$ cat config.mk
export PLATFORM = sky130hd
export DESIGN_NAME = ram_arbiter_rr
export DESIGN_NICKNAME = d
export VERILOG_FILES = /design/src/rtl/ram_arbiter_pkg.sv /design/src/rtl/ram_arbiter_id_fifo.sv /design/src/rtl/ram_arbiter_rr.sv
export SDC_FILE = /design/constraint.sdc
export NUM_CORES = 1
export LEC_CHECK = 0
export ABC_AREA = 1
export CAP_MARGIN = 20
export CORE_AREA = 2 2 110 112
export DETAILED_ROUTE_END_ITERATION = 10
export DIE_AREA = 0 0 112 114
export PLACE_DENSITY = 0.68
export SYNTH_ARGS = -nofsm -noshare
export SYNTH_HDL_FRONTEND = slang
export SYNTH_HIERARCHICAL = 1
export SYNTH_SLANG_ARGS = --single-unit
$ cat constraint.sdc
create_clock -name clk_i -period 2.4 [get_ports clk_i]
set_input_delay 0.48 -clock clk_i [delete_from_list [all_inputs] [get_ports clk_i]]
set_output_delay 0.48 -clock clk_i [all_outputs]
set_load 0.1 [all_outputs]
$ cat src/rtl/ram_arbiter_pkg.sv
// Shared types and the round-robin pick function for the N-port RAM arbiter.
// Latency: purely combinational helpers; backpressure: not applicable.
package ram_arbiter_pkg;

    localparam int RR_MAX_PORTS = 16;
    localparam int RR_IDX_W     = 4;
    localparam int RR_CNT_W     = RR_IDX_W + 1;

    typedef logic [RR_CNT_W-1:0] rr_cnt_t;

    typedef enum logic {
        ARB  = 1'b0,
        LOCK = 1'b1
    } arb_state_t;

    typedef struct packed {
        logic                vld;
        logic [RR_IDX_W-1:0] idx;
    } rr_pick_t;

    // First set bit of req scanning ptr, ptr+1, ... modulo num (num <= 16, ptr < num).
    function automatic rr_pick_t rr_pick(
        input logic [RR_MAX_PORTS-1:0] req,
        input logic [RR_IDX_W-1:0]     ptr,
        input rr_cnt_t                 num
    );
        rr_pick_t res;
        rr_cnt_t  cand;
        res = '0;
        for (int i = 0; i < RR_MAX_PORTS; i++) begin
            cand = {1'b0, ptr} + rr_cnt_t'(i);
            if (cand >= num) begin
                cand = cand - num;
            end
            if (!res.vld && (rr_cnt_t'(i) < num) && req[cand[RR_IDX_W-1:0]]) begin
                res.vld = 1'b1;
                res.idx = cand[RR_IDX_W-1:0];
            end
        end
        return res;
    endfunction

endpackage

$ cat src/rtl/ram_arbiter_id_fifo.sv
// In-order FIFO of port IDs for bus transactions awaiting rvalid.
// Latency: head valid the cycle after push; push and pop may share a cycle.
// Backpressure: caller gates pushes with full_o; push-when-full and pop-when-empty are ignored.
module ram_arbiter_id_fifo #(
    parameter int DEPTH = 2,
    parameter int WIDTH = 1
) (
    input  logic             clk_i,
    input  logic             rst_ni,
    input  logic             push_i,
    input  logic [WIDTH-1:0] push_dat_i,
    input  logic             pop_i,
    output logic             full_o,
    output logic             empty_o,
    output logic [WIDTH-1:0] head_o
);

    localparam int PTR_W = (DEPTH > 1) ? $clog2(DEPTH) : 1;
    localparam int CNT_W = $clog2(DEPTH + 1);
    localparam logic [PTR_W-1:0] LAST_PTR = PTR_W'(DEPTH - 1);
    localparam logic [CNT_W-1:0] FULL_CNT = CNT_W'(DEPTH);

    logic [WIDTH-1:0] mem_q [DEPTH];
    logic [WIDTH-1:0] mem_d [DEPTH];
    logic [PTR_W-1:0] wr_ptr_q, wr_ptr_d;
    logic [PTR_W-1:0] rd_ptr_q, rd_ptr_d;
    logic [CNT_W-1:0] cnt_q, cnt_d;
    logic             push_en;
    logic             pop_en;

    assign full_o  = (cnt_q == FULL_CNT);
    assign empty_o = (cnt_q == '0);
    assign head_o  = mem_q[rd_ptr_q];

    assign push_en = push_i && !full_o;
    assign pop_en  = pop_i && !empty_o;

    always_comb begin
        mem_d    = mem_q;
        wr_ptr_d = wr_ptr_q;
        rd_ptr_d = rd_ptr_q;
        cnt_d    = cnt_q;

        if (push_en) begin
            mem_d[wr_ptr_q] = push_dat_i;
            wr_ptr_d        = (wr_ptr_q == LAST_PTR) ? '0 : wr_ptr_q + PTR_W'(1);
        end
        if (pop_en) begin
            rd_ptr_d = (rd_ptr_q == LAST_PTR) ? '0 : rd_ptr_q + PTR_W'(1);
        end

        case ({push_en, pop_en})
            2'b10:   cnt_d = cnt_q + CNT_W'(1);
            2'b01:   cnt_d = cnt_q - CNT_W'(1);
            default: cnt_d = cnt_q;
        endcase
    end

    always_ff @(posedge clk_i) begin
        if (!rst_ni) begin
            wr_ptr_q <= '0;
            rd_ptr_q <= '0;
            cnt_q    <= '0;
        end else begin
            wr_ptr_q <= wr_ptr_d;
            rd_ptr_q <= rd_ptr_d;
            cnt_q    <= cnt_d;
        end
    end

    // Storage needs no reset: entries are only read behind a valid count.
    always_ff @(posedge clk_i) begin
        mem_q <= mem_d;
    end

endmodule

$ cat src/rtl/ram_arbiter_rr.sv
// Round-robin N-port to 1 OBI arbiter with in-order response routing; RAM_ARB_STATS_EN adds stat counters.
// Latency: zero added cycles on request and response paths; a grant lets a new request issue next cycle.
// Backpressure: soc_gnt_i stalls the winner (locked until granted); a full ID FIFO holds soc_req_o low.
module ram_arbiter_rr
    import ram_arbiter_pkg::*;
#(
    parameter int NUM_PORTS       = 2,
    parameter int SOC_ADDR_WIDTH  = 32,
    parameter int MAX_OUTSTANDING = 2,
    parameter int IDX_W           = (NUM_PORTS > 1) ? $clog2(NUM_PORTS) : 1
) (
    input  logic                                     clk_i,
    input  logic                                     rst_ni,

    input  logic [NUM_PORTS-1:0]                     m_req_i,
    input  logic [NUM_PORTS-1:0][SOC_ADDR_WIDTH-1:0] m_addr_i,
    input  logic [NUM_PORTS-1:0]                     m_we_i,
    input  logic [NUM_PORTS-1:0][3:0]                m_be_i,
    input  logic [NUM_PORTS-1:0][31:0]               m_wdata_i,
    output logic [NUM_PORTS-1:0]                     m_gnt_o,
    output logic [NUM_PORTS-1:0]                     m_rvalid_o,
    output logic [31:0]                              m_rdata_o,

    output logic                                     soc_req_o,
    input  logic                                     soc_gnt_i,
    output logic [SOC_ADDR_WIDTH-1:0]                soc_addr_o,
    output logic                                     soc_we_o,
    output logic [3:0]                               soc_be_o,
    output logic [31:0]                              soc_wdata_o,
    input  logic                                     soc_rvalid_i,
    input  logic [31:0]                              soc_rdata_i,

    output logic                                     err_o
`ifdef RAM_ARB_STATS_EN
    ,
    output logic [31:0]                              stat_conflict_o,
    output logic [31:0]                              stat_stall_o
`endif
);

    localparam rr_cnt_t          NUM_C     = rr_cnt_t'(NUM_PORTS);
    localparam logic [IDX_W-1:0] LAST_PORT = IDX_W'(NUM_PORTS - 1);

    arb_state_t               state_q, state_d;
    logic [IDX_W-1:0]         rr_ptr_q, rr_ptr_d;
    logic [IDX_W-1:0]         locked_idx_q, locked_idx_d;
    logic                     err_q, err_d;

    logic [RR_MAX_PORTS-1:0]  req_ext;
    logic [RR_IDX_W-1:0]      ptr_ext;
    rr_pick_t                 pick;
    logic [IDX_W-1:0]         winner;
    logic                     win_req;
    logic                     handshake;

    logic                     fifo_push;
    logic                     fifo_pop;
    logic                     fifo_full;
    logic                     fifo_empty;
    logic [IDX_W-1:0]         fifo_head;

    logic                     unused_pick_bits;

    always_comb begin
        req_ext                = '0;
        req_ext[NUM_PORTS-1:0] = m_req_i;
        ptr_ext                = '0;
        ptr_ext[IDX_W-1:0]     = rr_ptr_q;
        pick                   = rr_pick(req_ext, ptr_ext, NUM_C);
    end

    assign unused_pick_bits = ^pick.idx;

    // LOCK replays the stalled winner so the bus address stays stable until gnt.
    assign winner  = (state_q == LOCK) ? locked_idx_q : pick.idx[IDX_W-1:0];
    assign win_req = (state_q == LOCK) ? m_req_i[locked_idx_q] : pick.vld;

    always_comb begin
        soc_req_o    = 1'b0;
        soc_addr_o   = '0;
        soc_we_o     = 1'b0;
        soc_be_o     = '0;
        soc_wdata_o  = '0;
        m_gnt_o      = '0;
        handshake    = 1'b0;
        fifo_push    = 1'b0;
        state_d      = state_q;
        rr_ptr_d     = rr_ptr_q;
        locked_idx_d = locked_idx_q;

        // Full is checked before any same-cycle pop, so rvalid never reaches req.
        soc_req_o = win_req && !fifo_full;

        if (soc_req_o) begin
            soc_addr_o  = m_addr_i[winner];
            soc_we_o    = m_we_i[winner];
            soc_be_o    = m_be_i[winner];
            soc_wdata_o = m_wdata_i[winner];
        end

        handshake = soc_req_o && soc_gnt_i;

        if (handshake) begin
            m_gnt_o[winner] = 1'b1;
            fifo_push       = 1'b1;
            rr_ptr_d        = (winner == LAST_PORT) ? '0 : winner + IDX_W'(1);
            state_d         = ARB;
        end else if ((state_q == ARB) && soc_req_o) begin
            locked_idx_d = winner;
            state_d      = LOCK;
        end
    end

    always_comb begin
        m_rvalid_o = '0;
        m_rdata_o  = '0;
        fifo_pop   = 1'b0;
        err_d      = err_q;

        if (soc_rvalid_i) begin
            if (!fifo_empty) begin
                m_rvalid_o[fifo_head] = 1'b1;
                m_rdata_o             = soc_rdata_i;
                fifo_pop              = 1'b1;
            end else begin
                err_d = 1'b1;
            end
        end
    end

    assign err_o = err_q;

    always_ff @(posedge clk_i) begin
        if (!rst_ni) begin
            state_q      <= ARB;
            rr_ptr_q     <= '0;
            locked_idx_q <= '0;
            err_q        <= 1'b0;
        end else begin
            state_q      <= state_d;
            rr_ptr_q     <= rr_ptr_d;
            locked_idx_q <= locked_idx_d;
            err_q        <= err_d;
        end
    end

    ram_arbiter_id_fifo #(
        .DEPTH (MAX_OUTSTANDING),
        .WIDTH (IDX_W)
    ) u_id_fifo (
        .clk_i      (clk_i),
        .rst_ni     (rst_ni),
        .push_i     (fifo_push),
        .push_dat_i (winner),
        .pop_i      (fifo_pop),
        .full_o     (fifo_full),
        .empty_o    (fifo_empty),
        .head_o     (fifo_head)
    );

`ifdef RAM_ARB_STATS_EN
    logic [31:0] stat_conflict_q, stat_conflict_d;
    logic [31:0] stat_stall_q, stat_stall_d;
    logic        multi_req;

    assign multi_req = |(m_req_i & (m_req_i - NUM_PORTS'(1)));

    always_comb begin
        stat_conflict_d = stat_conflict_q;
        stat_stall_d    = stat_stall_q;
        if (multi_req && (stat_conflict_q != '1)) begin
            stat_conflict_d = stat_conflict_q + 32'd1;
        end
        if (soc_req_o && !soc_gnt_i && (stat_stall_q != '1)) begin
            stat_stall_d = stat_stall_q + 32'd1;
        end
    end

    always_ff @(posedge clk_i) begin
        if (!rst_ni) begin
            stat_conflict_q <= '0;
            stat_stall_q    <= '0;
        end else begin
            stat_conflict_q <= stat_conflict_d;
            stat_stall_q    <= stat_stall_d;
        end
    end

    assign stat_conflict_o = stat_conflict_q;
    assign stat_stall_o    = stat_stall_q;
`endif

endmodule

==> reports/metrics.cfg <==
[status]
status=finished, final reports clean

[cells_and_area]
multi_input_area_um2=1538
drive_gt1_share_pct=36.93
seq_area_um2=224.0
fill_cells=1019
fin_nets=863
utilization_pct=57.13
syn2layout_area_growth_pct=251.8

[placement]
port_buffers=282
post-place-ws_ns=-0.2007
dp_hpwl_um=9462
gp_congestion=0.7989

[clock_network]
insertion_delay_ns=0.24
cts_tree=done
clock_sinks=10
numCtsBuffers=3
clk_pin_slew_ns=0.04
cts.htree.levels=1
cts_root_buf=clkbuf_16
cts_buffer_depth=2

[timing]
fin_crit_sh_pct=97.86
worst_pin_slew_ns=0.3249
clock_skew_ns=0.002343
rsz0062_at_grt=yes
relSlewSlack_pct=78.27
whs_ns=0.4928
finalMaxSlewViolations=0
setup_ws_ns=0.05130
layout_min_cycle_time_ns=2.349
hold_violations=0
fmax_mhz=425.8
setup_viol=0

[global_route]
grt_max_degree=35
antenna_found_initial=1
grt_usage_pct=18.19
grt_pass1_wl_um=18570
grt.overflow.total=0
first_global_vias=3726

[worst_setup_path]
crit_path_top_delay_cell=clkdlybuf4s50_1
critPathCapture=m_rdata_o[17]
r2r-start=locked_idx_q$_SDFFE_PN0P_
r2r-end=u_id_fifo/cnt_q[1]$_SDFFE_PN0P_
timing.reg2reg.setup_slack_ns=0.55
path_max_fanout=34
cp.arrival_ns=1.87
cp_slowest_stage_delay_ns=0.49
endpoint_kind=output port
critPathLaunch=soc_rvalid_i
reg2reg_depth=15
cp.depth=7
crit_path_start_kind=primary input
crit_buf_inv=5
critPathKind=primary input to output port
path_cells=clkdlybuf4s50_1 -> inv_1 -> nor2_1 -> clkinv_1 -> buf_12 -> nor2_1 -> buf_12
cpLargestDelayFamily=buffers and inverters
cp.required_ns=1.92

[synthesis]
synth_fa_ha_area_share_pct=0.6579
synth_top_family_by_area=simple AND/OR/NAND/NOR gates
synth_edf_count=2
synthTopCellsByCount=187 x nor2_1, 54 x o21ai_0, 46 x inv_1
async_flop_share_pct=0
synth_area_per_cell_um2=5.018
ys_types=23
netlist_instances=379
synth_flop_cell=dfxtp_1
synth_compound_area_share_pct=18.95
yosysWarnings=6
synth_mux_area_share_pct=0.5921
syn_area_um2=1902
seq_area_frac_synth_pct=11.58
synth_area_leaders=nor2_1 37%, o21ai_0 14%, inv_1 9.1%
synth_top_area_share_pct=36.91
ys_seq_elements=10
synth_xor_area_share_pct=0
synth_top_area_cell=nor2_1
synth-simple-area-share_pct=46.51
synth_most_common_cell=nor2_1
syn_nets=556

[die]
dieArea_um2=12770
dieWidth_um=112
pin_count=283
num_rows=40
core-area_um2=11710
die_h_um=114
start_util_pct=16.24

[pwr]
power_density_nw_per_um2=733.8
p_leak_nw=2.936
irDropWorstVdd_v=0.0004031
power_w=0.004909

[drt]
dr_total_vias=3593
wire_per_inst_um=14.53
detail-route-antenna-nets=0
met3WireLength_um=1120
vias_per_cell=4.313
top_layer=met4
met2_length_um=6567
wl_met1_um=4043
drtPass1Iterations=5
drt-initial-drc-count=108
routed_wl_um=12110
drc=0

[hold_path]
worstHoldPathType=flop to flop
whs_path_depth=2

[flow_run]
max-cap-violations=0

-- repair_timing --
action                                  4_1_cts  5_1_grt
hold buffers                                  0        0
gates resized for setup                      25       11
setup buffers                                10        3
cloned                                        6        0
pin swaps                                    32        3
endpoints found under the setup margin       70       29
-- registers in the layout, summed over array words and instances (netlist names) --
signal	flops
rr_ptr_q	1
err_o	1
state_q	1
u_id_fifo/wr_ptr_q	1
u_id_fifo/cnt_q	2
u_id_fifo/mem_q	2
u_id_fifo/rd_ptr_q	1
locked_idx_q	1
-- placed cells by master (no fill, tap or decap) --
cell             count
clkdlybuf4s50_1    173
buf_12             118
nor2_1             110
nor2_2              72
inv_1               46
o21ai_0             42
o21ai_1             27
buf_4               27
nand2_1             17
nor2_4              11
dfxtp_1              5
buf_16               4
nand2_4              3
nand3_1              3
clkbuf_16            3
dfxtp_2              3
inv_2                3
clkinv_1             2
inv_8                2
a21oi_1              2
edfxtp_1             2
diode_2              1
nand2_2              1
nand3_4              1
nand2_8              1
o21ai_2              1
bufbuf_16            1
dlygate4sd2_1        1
clkbuf_2             1
mux2_2               1
nand4_1              1
ha_1                 1
-- worst min path at each step --
stage                                    start                         endpoint  slack, ns
5_1_grt        u_id_fifo/wr_ptr_q$_SDFFE_PN0P_  u_id_fifo/wr_ptr_q$_SDFFE_PN0P_       0.52
3_3_place_gp                err_o$_SDFFE_PN0P_               err_o$_SDFFE_PN0P_       0.45
4_1_cts                     err_o$_SDFFE_PN0P_               err_o$_SDFFE_PN0P_       0.50
6_report                    err_o$_SDFFE_PN0P_               err_o$_SDFFE_PN0P_       0.49
3_5_place_dp                err_o$_SDFFE_PN0P_               err_o$_SDFFE_PN0P_       0.49
2_1_floorplan  u_id_fifo/wr_ptr_q$_SDFFE_PN0P_  u_id_fifo/wr_ptr_q$_SDFFE_PN0P_       0.48
-- worst min-delay path, stage by stage, from the launching register on --
cell,delay (ns)
dfxtp_1,0.33
a21oi_1,0.05
nor2_1,0.07
-- cell families after synthesis --
logic type      Yosys count
mux                       1
fa+ha+maj                 1
flops                    10
compound gates           72
buf+inv                  76
simple gates            219
-- power breakdown --
group | total [W] | switching (W) | internal (W)
logic | 0.00439 | 0.00273 | 0.00166
registers | 0.000215 | 0.0000197 | 0.000195
clock network | 0.000301 | 0.0000824 | 0.000219
total | 0.00491 | 0.00284 | 0.00207
-- through the flow --
step | instances | area [µm²] | TNS, ns
floorplan | 379 | 2117 | -10.56
global placement | 809 | 6250 | -8.832
detailed placement | 809 | 6250 | -9.401
CTS | 829 | 6651 | 0
global route | 833 | 6690 | -0.02650
finish | 833 | 6690 | 0
-- final cells by class --
| class | count | area share, % |
|---|---|---|
| clock buffers | 3 | 1.122 |
| flip-flops and latches | 10 | 3.348 |
| well taps | 147 | 2.749 |
| diodes | 1 | 0.03740 |
| repair buffers | 325 | 66.56 |
| clock inverters | 1 | 0.05611 |
| multi-input cells | 294 | 22.98 |
| inverters | 52 | 3.142 |
-- layer usage --
metal | up-vias | track usage [%]
met5 | - | 0
met4 | 0 | 6.260
met3 | 28 | 4.251
met2 | 207 | 36.77
met1 | 1593 | 18.06
li1 | 1765 | -
No activity file was read; power rests on OpenSTA's default activity.
